===== src/rtl/lot_sensor_pkg.sv =====
// Shared definitions for the two-sensor parking-lot stimulus driver.
//   state_t       : FSM encoding (IDLE, PH1, PH2, PH3, GAP)
//   DIR_*         : command direction encoding on cmd_dir
//   AB_*          : sensor patterns, packed as {a, b} (1 = blocked)
//   first_pattern : {a,b} for PH1 of a command
//   third_pattern : {a,b} for PH3 of a command (balk returns to the PH1 pattern)
package lot_sensor_pkg;

  typedef enum logic [2:0] {
    ST_IDLE = 3'd0,
    ST_PH1  = 3'd1,
    ST_PH2  = 3'd2,
    ST_PH3  = 3'd3,
    ST_GAP  = 3'd4
  } state_t;

  localparam logic DIR_ENTER = 1'b0;
  localparam logic DIR_EXIT  = 1'b1;

  localparam logic [1:0] AB_CLEAR  = 2'b00;
  localparam logic [1:0] AB_A_ONLY = 2'b10;
  localparam logic [1:0] AB_B_ONLY = 2'b01;
  localparam logic [1:0] AB_BOTH   = 2'b11;

  // The sensor nearest the car's origin is blocked first.
  function automatic logic [1:0] first_pattern(input logic dir);
    if (dir == DIR_EXIT) begin
      return AB_B_ONLY;
    end else begin
      return AB_A_ONLY;
    end
  endfunction

  // A completed pass leaves via the far sensor; a balk backs out over the near one.
  function automatic logic [1:0] third_pattern(input logic dir, input logic balk);
    if (dir == DIR_EXIT) begin
      return balk ? AB_B_ONLY : AB_A_ONLY;
    end else begin
      return balk ? AB_A_ONLY : AB_B_ONLY;
    end
  endfunction

endpackage


===== src/rtl/phase_timer.sv =====
// Per-phase dwell timer: a loadable down-counter that stops at zero.
//   clk, reset : clock and synchronous active-high reset
//   load       : load load_val on the next edge (has priority over dec)
//   load_val   : value to load (phase length minus one)
//   dec        : decrement by one when non-zero
//   count      : current counter value
//   zero       : count == 0, i.e. this is the last cycle of the phase
module phase_timer #(
  parameter int W = 16
) (
  input  logic         clk,
  input  logic         reset,
  input  logic         load,
  input  logic [W-1:0] load_val,
  input  logic         dec,
  output logic [W-1:0] count,
  output logic         zero
);

  logic [W-1:0] count_r;

  // Down-counter with load priority; saturates at zero so it never wraps.
  always_ff @(posedge clk) begin
    if (reset) begin
      count_r <= {W{1'b0}};
    end else if (load) begin
      count_r <= load_val;
    end else if (dec && (count_r != {W{1'b0}})) begin
      count_r <= count_r - {{(W-1){1'b0}}, 1'b1};
    end else begin
      count_r <= count_r;
    end
  end

  assign count = count_r;
  assign zero  = (count_r == {W{1'b0}});

endmodule


===== src/rtl/lot_sensor_driver.sv =====
// Transmitter for the two photo-sensor parking-lot interface. Each accepted
// command plays PH1, PH2, PH3 and GAP, each lasting D = max(dwell,1) cycles.
//   clk, reset : clock and synchronous active-high reset
//   cmd_valid  : command request, accepted when cmd_ready is high
//   cmd_ready  : idle and able to accept a command
//   cmd_dir    : 0 = enter (a first), 1 = exit (b first)
//   cmd_balk   : car backs out after both sensors are blocked
//   dwell      : cycles per phase, latched on accept (0 behaves as 1)
//   a, b       : outer / inner sensor, 1 = blocked, registered
//   busy       : sequence in progress (inverse of cmd_ready)
//   done_tick  : one-cycle pulse in the final cycle of each sequence
module lot_sensor_driver
  import lot_sensor_pkg::*;
#(
  parameter int DWELL_W = 16
) (
  input  logic               clk,
  input  logic               reset,
  input  logic               cmd_valid,
  output logic               cmd_ready,
  input  logic               cmd_dir,
  input  logic               cmd_balk,
  input  logic [DWELL_W-1:0] dwell,
  output logic               a,
  output logic               b,
  output logic               busy,
  output logic               done_tick
);

  localparam logic [DWELL_W-1:0] ZERO_W = {DWELL_W{1'b0}};
  localparam logic [DWELL_W-1:0] ONE_W  = {{(DWELL_W-1){1'b0}}, 1'b1};

  state_t             state_r;
  logic               dir_r;
  logic               balk_r;
  logic [DWELL_W-1:0] dm1_r;      // latched phase length minus one
  logic [1:0]         ab_r;
  logic               done_r;

  logic [DWELL_W-1:0] dwell_m1_s;
  logic               load_s;
  logic [DWELL_W-1:0] load_val_s;
  logic               dec_s;
  logic [DWELL_W-1:0] count_s;
  logic               zero_s;

  // D-1 with dwell = 0 folded onto dwell = 1; all-ones stays 2^W-2, no wrap.
  always_comb begin
    if (dwell == ZERO_W) begin
      dwell_m1_s = ZERO_W;
    end else begin
      dwell_m1_s = dwell - ONE_W;
    end
  end

  // Timer reload: on accept from the live input, on later phase boundaries from the latch.
  always_comb begin
    load_s     = 1'b0;
    load_val_s = dm1_r;
    if (state_r == ST_IDLE) begin
      load_s     = cmd_valid;
      load_val_s = dwell_m1_s;
    end else if (zero_s && (state_r != ST_GAP)) begin
      load_s     = 1'b1;
      load_val_s = dm1_r;
    end else begin
      load_s     = 1'b0;
      load_val_s = dm1_r;
    end
  end

  assign dec_s = (state_r != ST_IDLE);

  phase_timer #(
    .W(DWELL_W)
  ) u_timer (
    .clk      (clk),
    .reset    (reset),
    .load     (load_s),
    .load_val (load_val_s),
    .dec      (dec_s),
    .count    (count_s),
    .zero     (zero_s)
  );

  // Sequencer FSM with command latch; a/b and done_tick are registered on the
  // same edge as the state change so they line up with the phase boundaries.
  always_ff @(posedge clk) begin
    if (reset) begin
      state_r <= ST_IDLE;
      dir_r   <= 1'b0;
      balk_r  <= 1'b0;
      dm1_r   <= ZERO_W;
      ab_r    <= AB_CLEAR;
      done_r  <= 1'b0;
    end else begin
      case (state_r)
        ST_IDLE: begin
          done_r <= 1'b0;
          if (cmd_valid) begin
            state_r <= ST_PH1;
            dir_r   <= cmd_dir;
            balk_r  <= cmd_balk;
            dm1_r   <= dwell_m1_s;
            ab_r    <= first_pattern(cmd_dir);
          end else begin
            ab_r <= AB_CLEAR;
          end
        end
        ST_PH1: begin
          done_r <= 1'b0;
          if (zero_s) begin
            state_r <= ST_PH2;
            ab_r    <= AB_BOTH;
          end
        end
        ST_PH2: begin
          done_r <= 1'b0;
          if (zero_s) begin
            state_r <= ST_PH3;
            ab_r    <= third_pattern(dir_r, balk_r);
          end
        end
        ST_PH3: begin
          if (zero_s) begin
            state_r <= ST_GAP;
            ab_r    <= AB_CLEAR;
            // With a one-cycle GAP its first cycle is also the last.
            done_r  <= (dm1_r == ZERO_W);
          end else begin
            done_r <= 1'b0;
          end
        end
        ST_GAP: begin
          // Count of one now means the next cycle is the final one.
          done_r <= (count_s == ONE_W);
          if (zero_s) begin
            state_r <= ST_IDLE;
          end
        end
        default: begin
          state_r <= ST_IDLE;
          ab_r    <= AB_CLEAR;
          done_r  <= 1'b0;
        end
      endcase
    end
  end

  assign a         = ab_r[1];
  assign b         = ab_r[0];
  assign done_tick = done_r;
  assign cmd_ready = (state_r == ST_IDLE);
  assign busy      = ~cmd_ready;

endmodule


===== config.mk =====
export PLATFORM = sky130hd
export DESIGN_NAME = lot_sensor_driver
export DESIGN_NICKNAME = d
export VERILOG_FILES = /design/src/rtl/lot_sensor_pkg.sv /design/src/rtl/phase_timer.sv /design/src/rtl/lot_sensor_driver.sv
export SDC_FILE = /design/constraint.sdc
export NUM_CORES = 1
export LEC_CHECK = 0
export CORE_ASPECT_RATIO = 0.9
export CORE_MARGIN = 2
export CORE_UTILIZATION = 49
export CTS_CLUSTER_SIZE = 24
export DETAILED_ROUTE_END_ITERATION = 8
export GPL_TIMING_DRIVEN = 1
export PLACE_DENSITY_LB_ADDON = 0.25
export SETUP_SLACK_MARGIN = 0.4
export SLEW_MARGIN = 0
export SYNTH_ARGS = -nofsm -noshare
export SYNTH_HDL_FRONTEND = slang
export SYNTH_SLANG_ARGS = --single-unit

===== constraint.sdc =====
create_clock -name clk -period 5.6 [get_ports clk]
set_input_delay 0.56 -clock clk [delete_from_list [all_inputs] [get_ports clk]]
set_output_delay 0.56 -clock clk [all_outputs]
set_load 0.01 [all_outputs]

==> results of run 1 <==
==> worst paths after layout <==
path	to	startpoint
setup / recovery	u_timer.count[6]	state_r[2]
hold / removal	balk_r	balk_r
setup reg to reg	u_timer.count[6]	state_r[2]
hold reg to reg	balk_r	balk_r
==> cells in the final DEF, fill, tap and decap left out, drive strengths merged, types with 4 or more instances in the layout <==
cell type      instances
nor3                  26
o21ai                 11
inv                    9
dfxtp                 40
xnor2                  9
xor2                   7
nand2                 26
nand3                 10
ha                     4
nor2                  22
or4                    9
nor4                  19
and2                   4
a21oi                 27
a211oi                10
a221oi                 4
a31oi                  8
nand4                  8
o31ai                  4
clkbuf                 6
or3                    8
clkdlybuf4s50         25
==> logic make-up after synthesis <==
| logic type | synth area share [%] |
|---|---|
| and+or+nand+nor | 32.7 |
| AOI/OAI and AO/OA | 22.6 |
| DFF | 30.7 |
| buffers and inverters | 5.42 |
| xor gates and xnor gates | 5.37 |
| adders and majority gates | 1.92 |
| muxes | 1.25 |
==> cell type report <==
type / instances / share of cell area, %
multi-input cells: 255 / 56.7
flip-flops and latches: 40 / 27.2
repair buffers: 26 / 8.77
well taps: 67 / 2.85
clock buffers: 6 / 2.81
inverters: 10 / 1.28
clock inverters: 2 / 0.341
==> worst reg2reg max path, cell delays in order (launching register included) <==
cell and delay (ns):
sky130_fd_sc_hd__dfxtp_1 0.47, sky130_fd_sc_hd__or3_2 0.42, sky130_fd_sc_hd__clkinv_1 0.53, sky130_fd_sc_hd__nand2_1 0.86, sky130_fd_sc_hd__o21ai_2 0.37, sky130_fd_sc_hd__o311a_1 0.44
==> state kept, by name, summed over array words and instances, names as in the netlist <==
signal         cells
ab_r               2
balk_r             1
dir_r              1
dm1_r             16
done_tick          1
state_r            3
u_timer.count     16
==> synthesized netlist by cell type (7+ instances only) <==
| library cell | instances |
|---|---|
| sky130_fd_sc_hd__inv_1 | 9 |
| sky130_fd_sc_hd__o21ai_0 | 10 |
| sky130_fd_sc_hd__nor3_1 | 26 |
| sky130_fd_sc_hd__a211oi_1 | 10 |
| sky130_fd_sc_hd__nor4_1 | 13 |
| sky130_fd_sc_hd__a31oi_1 | 8 |
| sky130_fd_sc_hd__clkbuf_1 | 10 |
| sky130_fd_sc_hd__nand3_1 | 10 |
| sky130_fd_sc_hd__xor2_1 | 7 |
| sky130_fd_sc_hd__a21oi_1 | 26 |
| sky130_fd_sc_hd__xnor2_1 | 9 |
| sky130_fd_sc_hd__nand2_1 | 26 |
| sky130_fd_sc_hd__dfxtp_1 | 40 |
| sky130_fd_sc_hd__nor2_1 | 20 |
| sky130_fd_sc_hd__nand4_1 | 8 |
==> metrics by stage <==
stage / setup slack, ns / utilization, % / hold slack [ns]
6_report: 2.40 / 56.6 / 0.481
5_1_grt: 2.06 / 56.6 / 0.508
4_1_cts: 2.48 / 56.6 / 0.480
3_5_place_dp: 2.53 / 54.8 / 0.469
3_3_place_gp: 2.55 / 54.8 / 0.467
2_1_floorplan: 3.42 / - / 0.445
==> metal layers <==
metal  share of wire [%]  wire length [µm]  GRT usage [%]  vias up
met2                  43              2990           36.9      100
met4                 1.8               123           8.85        0
li1                    -                 -              -     1267
met5                   0                 0              0        -
met3                 6.4               442           3.96       11
met1                  49              3410           36.4     1173
==> power breakdown <==
part / total [mW] / internal, mW / switching, mW
logic: 0.254 / 0.104 / 0.149
clock network: 0.204 / 0.0984 / 0.105
registers: 0.348 / 0.313 / 0.0344
==> metrics.log, run 1 <==
INFO  metric area_after_dpl = around 2800 µm²
INFO  metric wl_per_cell = roughly 17 µm
INFO  metric synth.yosys.seq_area_share = between 30% and 40%
INFO  metric drt_first_pass_iters = 4
INFO  metric fin_total_pwr = roughly 0.8 mW
INFO  metric worstSetupStartpointType = flip-flop
INFO  metric cts_setup_buffers = 0
INFO  metric post_dr_vias_cell = 6.28
INFO  metric p_per_area = 274 nW/µm²
INFO  metric dieHeight = around 73 µm
INFO  metric wire_length_of_the_first_global_routing_pass = ~11000 µm
INFO  metric max_slew.worst_pin.slew = 0.879 ns
INFO  metric reg2reg_slack = 2.40 ns
INFO  metric grt_antenna_before_repair = 0
INFO  metric synth_largest_area_cell = sky130_fd_sc_hd__dfxtp_1
INFO  metric status = finished, final reports clean
INFO  metric syn2layout_area_growth = 12.7%
INFO  metric r2r_cells = 5
INFO  metric drive_gt1_share = ~11%
INFO  metric synth_cells = about 320
INFO  metric final_net_count = 363
INFO  metric synthTopCellsByArea = sky130_fd_sc_hd__dfxtp_1 31%, sky130_fd_sc_hd__a21oi_1 5.0%, sky130_fd_sc_hd__nor3_1 5.0%
INFO  metric first_iter_violations = approximately 200
INFO  metric synth_net_count = between 300 and 400
INFO  metric syn_avg_cell_area = ~8.1 µm²
INFO  metric finalClockSkew = 0.00603 ns
INFO  metric dp.final_hpwl = 5180 µm
INFO  metric groute.usage.overall = 24.9%
INFO  metric holdCritPathClass = reg2reg
INFO  metric hold_buffers = 0
INFO  metric htree_depth = 2
INFO  metric crit_fanout = 26
INFO  metric die_width = between 80 and 90 µm
INFO  metric cap_viol_max_count = 0
INFO  metric synth_enable_flop_cells = 0
INFO  metric vdd.ir_drop.worst = between 100 and 150 µV
INFO  metric multiInputGateArea = around 1700 µm²
INFO  metric maximum_number_of_pins_on_one_net_before_global_route_repair = 35
INFO  metric tritoncts.num_buffers = 5
INFO  metric post-place-cells = a little under 400
INFO  metric dieArea = roughly 6000 µm²
INFO  metric final_antenna_net_count = 0
INFO  metric port_buffers = 25
INFO  metric clk_transition_reported_paths = about 0.080 ns
INFO  metric critical_path_arrival = between 3 and 4 ns
INFO  metric critical-path-slowest-cell = sky130_fd_sc_hd__nand2_1
INFO  metric fin_area = 2940 µm²
INFO  metric max_freq = between 300 and 400 MHz
INFO  metric ys_seq_elements = 40
INFO  metric postSynth.topFlopCell = sky130_fd_sc_hd__dfxtp_1
INFO  metric worstSetupPathDepth = 5
INFO  metric layout.cells.non_filler = between 400 and 500
INFO  metric ctsRootBufferMaster = sky130_fd_sc_hd__clkbuf_8
INFO  metric seq_area = about 800 µm²
INFO  metric dr_total_vias = 2551
INFO  metric leakage = approximately 1 nW
INFO  metric final.fill_count = between 500 and 600
INFO  metric count_of_cell_types_in_the_netlist = 62
INFO  metric worstPathRequired = slightly below 6 ns
INFO  metric antenna-diode-count = 0
INFO  metric setup_viol = 0
INFO  metric post-route-drc-count = 0
INFO  metric coreArea = between 5000 and 6000 µm²
INFO  metric maxSlewViolCount = 0
INFO  metric timing.critical_path.max_delay_family = simple AND/OR/NAND/NOR gates
INFO  metric layout_worst_path_cycle_share = a little under three fifths
INFO  metric overflow = 0
INFO  metric clock-sinks = 40
INFO  metric cts_repair_resize_count = 0
INFO  metric final.setup.tns = 0 ns
INFO  metric routabilityCongestion = 0.904
INFO  metric finalHoldViolations = 0
INFO  metric whs_path_depth = 2
INFO  metric synth.top_cell.area_share = 30.7%
INFO  metric ctsLongestPathBuffers = 2
INFO  metric starting_density_of_the_core = between 50% and 60%
INFO  metric rsz0062_at_grt = no
INFO  metric synthesis.area = 2610 µm²
INFO  metric cell_chain_of_the_critical_path = or3_2, clkinv_1, nand2_1, o21ai_2, o311a_1
INFO  metric cts_tree = yes
INFO  metric finalWorstPathRequiredPeriod = about 3.2 ns
INFO  metric clock_insertion_delay_worst_skew = about 0.30 ns
INFO  metric postSynth.asyncResetShare = 0%
INFO  metric synthesis.yosys.warnings = 0
INFO  metric critical_path.endpoint_type = flip-flop
INFO  metric cpPeakStageDelay = between 0.8 and 0.9 ns
INFO  metric drt_wl_total = roughly 7000 µm
INFO  metric worst_slew_margin_rel = roughly two fifths
INFO  metric timing_worst_setup_path_type = reg2reg
INFO  metric first_global_vias = 2216
INFO  metric worstPathBufferInverterCount = 1
INFO  metric num_rows = 25
INFO  metric top_level_pins = 26
No activity file was read; power rests on OpenSTA's default activity.
==> run 2: changes to the inputs <==
==> constraint.sdc (replaced) <==
create_clock -name clk -period 2.7 [get_ports clk]
set_input_delay 0.27 -clock clk [delete_from_list [all_inputs] [get_ports clk]]
set_output_delay 0.27 -clock clk [all_outputs]
set_load 0.01 [all_outputs]
==> run 2 against run 1 <==
- global-route usage up 1.6 points
- worst hold slack got worse by 0.011 ns
- cell count increased by 4.9%
- wire length increased by 9.3%
- flip-flop and latch count unchanged
- die area stayed put
- maximum frequency is 42% higher
- largest power group unchanged
- highest routed layer unchanged
==> metrics.log, run 2 (synthesis results as in run 1) <==
INFO  metric status = finished, final reports clean
INFO  metric worst_slew_margin_rel = 60.4% (+19 points)
INFO  metric finalHoldViolations = 0 (unchanged)
INFO  metric drive_gt1_share = 18.1% (+6.9 points)
INFO  metric post-route-drc-count = 0 (unchanged)
INFO  metric starting_density_of_the_core = 50.2% (unchanged)
INFO  metric dieArea = 5920 µm² (unchanged)
INFO  metric overflow = 0 (unchanged)
INFO  metric dieHeight = 73.2 µm (unchanged)
INFO  metric hold_buffers = 0 (unchanged)
INFO  metric clk_transition_reported_paths = 0.08 ns (about the same)
INFO  metric post_dr_vias_cell = 6.28 (about the same)
INFO  metric cpPeakStageDelay = 0.53 ns (-0.32 ns)
INFO  metric first_global_vias = 2362 (+6.6%)
INFO  metric coreArea = 5190 µm² (unchanged)
INFO  metric drt_first_pass_iters = 5 (+1)
INFO  metric timing_worst_setup_path_type = reg2reg
INFO  metric num_rows = 25 (unchanged)
INFO  metric ctsLongestPathBuffers = 2 (unchanged)
INFO  metric crit_path_frequent_cell = sky130_fd_sc_hd__a211oi_1
INFO  metric wire_length_of_the_first_global_routing_pass = 11900 µm (+6.0%)
INFO  metric first_iter_violations = 232 (+15%)
INFO  metric worstSetupStartpointType = flip-flop
INFO  metric groute.usage.overall = 26.5% (+1.6 points)
INFO  metric dr_total_vias = 2676 (+4.9%)
INFO  metric cell_chain_of_the_critical_path = inv_1, ha_1, or3b_2, nor4_4, buf_4, a21oi_4, a211oi_1, a211oi_1
INFO  metric p_per_area = 559 nW/µm² (+100%)
INFO  metric syn2layout_area_growth = 20.2%
INFO  metric timing.hold.ws = 0.470 ns (-0.0107 ns)
INFO  metric clock_insertion_delay_worst_skew = 0.31 ns (about the same)
INFO  metric max_slew.worst_pin.slew = 0.589 ns (-0.290 ns)
INFO  metric top_library_cells_by_usage_in_the_layout_fill_and_taps_aside = 37 x sky130_fd_sc_hd__dfxtp_1, 26 x sky130_fd_sc_hd__nand2_1, 26 x sky130_fd_sc_hd__a21oi_1, 26 x sky130_fd_sc_hd__nor3_1, 24 x sky130_fd_sc_hd__clkdlybuf4s50_1
INFO  metric drt_wl_total = 7610 µm (+9.3%)
INFO  metric fin_total_pwr = 1.75 mW (+120%)
INFO  metric port_buffers = 25 (unchanged)
INFO  metric worstPathBufferInverterCount = 2 (+1)
INFO  metric maximum_number_of_pins_on_one_net_before_global_route_repair = 34 (-2.9%)
INFO  metric htree_depth = 2 (unchanged)
INFO  metric setup_slack = 0.449 ns (-1.95 ns)
INFO  metric cap_viol_max_count = 0 (unchanged)
INFO  metric top_level_pins = 26 (unchanged)
INFO  metric crit_fanout = 8 (-69%)
INFO  metric ctsRootBufferMaster = sky130_fd_sc_hd__clkbuf_8
INFO  metric commonest_non_fill_non_tap_cell_in_the_layout = sky130_fd_sc_hd__dfxtp_1
INFO  metric reg2reg_slack = 0.45 ns (-1.95 ns)
INFO  metric detailedPlace.worstSlack = 0.214 ns (-2.32 ns)
INFO  metric final_antenna_net_count = 0 (unchanged)
INFO  metric vdd.ir_drop.worst = 357 µV (+230%)
INFO  metric setup_viol = 0 (unchanged)
INFO  metric cts_tree = yes
INFO  metric holdCritPathClass = reg2reg
INFO  metric grt_antenna_before_repair = 0 (unchanged)
INFO  metric antenna-diode-count = 0 (unchanged)
INFO  metric maxSlewViolCount = 0 (unchanged)
INFO  metric final.setup.tns = 0 ns (unchanged)
INFO  metric critical_path.endpoint_type = flip-flop
INFO  metric critical_path_arrival = 2.43 ns (-0.96 ns)
INFO  metric max_freq = 444 MHz (+42%)
INFO  metric worstPathRequired = 2.88 ns (-2.91 ns)
INFO  metric dp.final_hpwl = 5350 µm (+3.2%)
INFO  metric wl_per_cell = 17.9 µm (+4.2%)
INFO  metric layout_worst_path_cycle_share = 83.4% (+26 points)
INFO  metric tritoncts.num_buffers = 5 (unchanged)
INFO  metric die_width = 80.9 µm (unchanged)
INFO  metric critical-path-slowest-cell = sky130_fd_sc_hd__or3b_2
INFO  metric leakage = 1.11 nW (+11%)
INFO  metric timing.critical_path.max_delay_family = simple AND/OR/NAND/NOR gates
INFO  metric finalWorstPathRequiredPeriod = 2.25 ns (-0.947 ns)
INFO  metric rsz0062_at_grt = yes
INFO  metric routabilityCongestion = 0.894 (-1.1%)
INFO  metric clock-sinks = 40 (unchanged)
INFO  metric finalClockSkew = 0.00579 ns (-0.000239 ns)
INFO  metric final_net_count = 383 (+5.5%)
run 2: worst reg2reg max path: stages, from the launching register on:
cell                       delay (ns)
sky130_fd_sc_hd__dfxtp_1         0.35
sky130_fd_sc_hd__inv_1           0.11
sky130_fd_sc_hd__ha_1            0.19
sky130_fd_sc_hd__or3b_2          0.53
sky130_fd_sc_hd__nor4_4          0.22
sky130_fd_sc_hd__buf_4           0.19
sky130_fd_sc_hd__a21oi_4         0.11
sky130_fd_sc_hd__a211oi_1        0.33
sky130_fd_sc_hd__a211oi_1        0.09
run 2: final timing paths:
path,from,to,depth (start not counted)
setup / recovery,u_timer.count[1],u_timer.count[10],8
hold / removal,dir_r,dir_r,2
setup reg to reg,u_timer.count[1],u_timer.count[10],8
hold reg to reg,dir_r,dir_r,2
run 2: area by class of cell:
class | instances | area, µm²
clock buffers | 7 | 86.3
clock inverters | 1 | 7.51
fillers | 492 | 2060
inverters | 10 | 38.8
multi-input cells | 256 | 1710
flip-flops and latches | 40 | 805
well taps | 67 | 83.8
repair buffers | 45 | 407
run 2: power by group:
group          switching, mW  leakage [nW]  internal [mW]
Clock                  0.227        0.0445          0.208
Sequential            0.0757         0.331          0.650
Combinational          0.340         0.735          0.253
Total                  0.643          1.11           1.11
run 2: per-stage QoR:
stage | cells | util, % | cell area (µm²)
after CTS | 422 | 59.3 | 3080
after detailed placement | 413 | 57.0 | 2960
final | 426 | 60.4 | 3140
after global placement | 413 | 57.0 | 2960
after floorplan | 323 | - | 2610
after global routing | 426 | 60.4 | 3140
run 2: repair_timing:
action                                 4_1_cts  5_1_grt
setup endpoints to repair                   13       14
pin swaps                                    1        3
endpoints found under the hold margin        0        0
cloned                                       0        1
gates resized for setup                      5        9
setup buffers                                1        3
run 2: layer usage:
metal | up-vias | GRT usage (%) | share of wire [%] | routed length [µm]
met1 | 1217 | 36.2 | 44 | 3340
met4 | 0 | 10.5 | 2.1 | 157
met3 | 16 | 5.07 | 7.5 | 574
met2 | 141 | 41.2 | 46 | 3530
li1 | 1302 | - | - | -
met5 | - | 0 | 0 | 0
==> run 3: changes to the inputs <==
==> constraint.sdc (replaced) <==
create_clock -name clk -period 1.8 [get_ports clk]
set_input_delay 0.18 -clock clk [delete_from_list [all_inputs] [get_ports clk]]
set_output_delay 0.18 -clock clk [all_outputs]
set_load 0.01 [all_outputs]
==> run 3 against run 2 <==
- the flow now finishes with violations (negative setup slack)
- worst setup slack worse by 1.2 ns
- clock power up 58%
- power up 120%
- die area unchanged
- clock-buffer cell count down 1
- sequential share of layout area down 9.1 points
- worst hold slack worse by 0.012 ns
- clock skew up 0.0013 ns
- maximum frequency down 11%
- global-route usage up 18 points
- wire length up 130%
- largest cell class unchanged
==> metrics.log, run 3 (synthesis results as in run 1) <==
INFO  metric ctsRootBufferMaster = sky130_fd_sc_hd__clkbuf_8
INFO  metric dieHeight = 73.2 µm (unchanged)
INFO  metric leakage = 1.97 nW (+77%)
INFO  metric cts_tree = yes
INFO  metric dr_total_vias = 4249 (+59%)
INFO  metric crit_fanout = 8 (unchanged)
INFO  metric cap_viol_max_count = 0 (unchanged)
INFO  metric wire_length_of_the_first_global_routing_pass = 19400 µm (+64%)
INFO  metric vdd.ir_drop.worst = 540 µV (+51%)
INFO  metric timing_worst_setup_path_type = reg2reg
INFO  metric antenna-diode-count = 0 (unchanged)
INFO  metric dp.final_hpwl = 6510 µm (+22%)
INFO  metric groute.usage.overall = 44.2% (+18 points)
INFO  metric setup_slack = -0.731 ns (-1.18 ns)
INFO  metric maximum_number_of_pins_on_one_net_before_global_route_repair = 31 (-8.8%)
INFO  metric final.setup.tns = -9.56 ns (-9.56 ns)
INFO  metric worstPathRequired = 1.98 ns (-0.90 ns)
INFO  metric top_level_pins = 26 (unchanged)
INFO  metric global_route.usage.met3 = 13.4% (+8.3 points)
INFO  metric maxSlewViolCount = 0 (unchanged)
INFO  metric clock-sinks = 40 (unchanged)
INFO  metric globalRoute.busiestLayer = met2
INFO  metric critical_path_arrival = 2.71 ns (+0.28 ns)
INFO  metric num_rows = 25 (unchanged)
INFO  metric final.fill_count = 126 (-74%)
INFO  metric status = finished, violations left
INFO  metric post_dr_vias_cell = 7.78 (+24%)
INFO  metric top_library_cells_by_usage_in_the_layout_fill_and_taps_aside = 100 x sky130_fd_sc_hd__buf_4, 33 x sky130_fd_sc_hd__buf_6, 31 x sky130_fd_sc_hd__dfxtp_1
INFO  metric drt_first_pass_iters = 6 (+1)
INFO  metric layout_worst_path_cycle_share = 141% (+57 points)
INFO  metric dieArea = 5920 µm² (unchanged)
INFO  metric post-route-drc-count = 0 (unchanged)
INFO  metric wl_per_cell = 31.4 µm (+76%)
INFO  metric die_width = 80.9 µm (unchanged)
INFO  metric rsz0062_at_grt = yes
INFO  metric r2r_cells = 9 (+1)
INFO  metric violations = negative setup slack
INFO  metric max_slew.worst_pin.slew = 0.638 ns (+0.0495 ns)
INFO  metric tritoncts.num_buffers = 5 (unchanged)
INFO  metric first_iter_violations = 958 (+310%)
INFO  metric routabilityCongestion = 0.950 (+6.2%)
INFO  metric holdCritPathClass = in2reg
INFO  metric overflow = 0 (unchanged)
INFO  metric commonest_non_fill_non_tap_cell_in_the_layout = sky130_fd_sc_hd__buf_4
INFO  metric port_buffers = 25 (unchanged)
INFO  metric drt_wl_total = 17100 µm (+130%)
INFO  metric max_freq = 395 MHz (-11%)
INFO  metric layout.core_utilization = 94.8% (+34 points)
INFO  metric grt_use_met2 = 68.4% (+27 points)
INFO  metric worstSetupStartpointType = flip-flop
INFO  metric timing.hold.ws = 0.458 ns (-0.0121 ns)
INFO  metric coreArea = 5190 µm² (unchanged)
INFO  metric syn2layout_area_growth = 88.8%
INFO  metric ctsLongestPathBuffers = 2 (unchanged)
INFO  metric drive_gt1_share = 60.5% (+42 points)
INFO  metric grt_antenna_before_repair = 1 (+1)
INFO  metric final_antenna_net_count = 0 (unchanged)
INFO  metric critical_path.endpoint_type = flip-flop
INFO  metric p_per_area = 785 nW/µm² (+40%)
INFO  metric setup_viol = 30 (+30)
INFO  metric grt_use_met1 = 49.9% (+14 points)
INFO  metric finalHoldViolations = 0 (unchanged)
INFO  metric starting_density_of_the_core = 50.2% (unchanged)
INFO  metric whs_path_depth = 3 (+1)
INFO  metric clock_insertion_delay_worst_skew = 0.31 ns (about the same)
INFO  metric htree_depth = 2 (unchanged)
INFO  metric finalClockSkew = 0.00709 ns (+0.00130 ns)
INFO  metric clk_transition_reported_paths = 0.09 ns (about the same)
INFO  metric finalWorstPathRequiredPeriod = 2.53 ns (+0.280 ns)
INFO  metric worst_slew_margin_rel = 57.3% (-3.1 points)
INFO  metric first_global_vias = 3751 (+59%)
INFO  metric final_net_count = 503 (+31%)
-- run 3: cell types whose count changed in the layout (fill, tap and decap cells not counted), moves of 11 or more --
cell	before	now
sky130_fd_sc_hd__buf_4	19	100
sky130_fd_sc_hd__buf_6	1	33
sky130_fd_sc_hd__a21oi_1	26	8
sky130_fd_sc_hd__clkdlybuf4s50_1	24	8
sky130_fd_sc_hd__nor3_1	26	10
sky130_fd_sc_hd__a21oi_2	1	15
sky130_fd_sc_hd__dlygate4sd2_1	0	11
sky130_fd_sc_hd__nand2_1	26	15
sky130_fd_sc_hd__nor3_2	0	11
-- run 3: critical path, cell delays in order (launching register included) --
cell                       delay, ns
sky130_fd_sc_hd__dfxtp_4        0.37
sky130_fd_sc_hd__inv_4          0.07
sky130_fd_sc_hd__ha_4           0.15
sky130_fd_sc_hd__or3b_4         0.47
sky130_fd_sc_hd__nor4_4         0.30
sky130_fd_sc_hd__buf_4          0.23
sky130_fd_sc_hd__a21oi_4        0.16
sky130_fd_sc_hd__buf_6          0.19
sky130_fd_sc_hd__a21oi_2        0.28
sky130_fd_sc_hd__a211oi_1       0.16
-- run 3: layout make-up --
type / instances / area, µm² / share of cell area [%]
flip-flops and latches: 40 / 815 / 16.5
multi-input cells: 256 / 2350 / 47.6
clock inverters: 2 / 10.0 / 0.203
inverters: 10 / 52.6 / 1.07
repair buffers: 165 / 1540 / 31.2
well taps: 67 / 83.8 / 1.70
clock buffers: 6 / 82.6 / 1.68
-- run 3: routing by layer --
layer,part of all wire (%),wire [µm]
met3,16,2730
met1,32,5570
met5,0,0
met4,12,2110
met2,39,6740
-- run 3: metrics by stage --
step | setup slack, ns | cell area (µm²) | power, mW | instances
2_1_floorplan | -0.171 | 2720 | 1.72 | 323
5_1_grt | -0.889 | 4920 | 3.93 | 546
3_3_place_gp | -0.525 | 3650 | 2.24 | 487
3_5_place_dp | -0.609 | 3650 | 2.27 | 487
6_report | -0.731 | 4920 | 3.87 | 546
4_1_cts | -0.235 | 4520 | 3.28 | 528
-- run 3: timing repair --
| item | 4_1_cts | 5_1_grt |
|---|---|---|
| hold buffers | 0 | 0 |
| gates cloned | 2 | 1 |
| setup endpoints to repair | 42 | 44 |
| pin swaps | 58 | 34 |
| resized for setup | 138 | 59 |
| buffers inserted | 31 | 17 |
-- run 3: final timing paths --
kind                     from           endpoint  slack (ns)
max          u_timer.count[0]  u_timer.count[13]       -0.73
max reg2reg  u_timer.count[0]  u_timer.count[13]       -0.73
min                  cmd_balk             balk_r        0.46
min reg2reg             dir_r              dir_r        0.49
-- run 3: power by group --
group          switching (mW)  internal, mW  total (mW)
sequential              0.109         0.980        1.09
combinational            1.14         0.950        2.09
clock                   0.378         0.307       0.686
total                    1.63          2.24        3.87
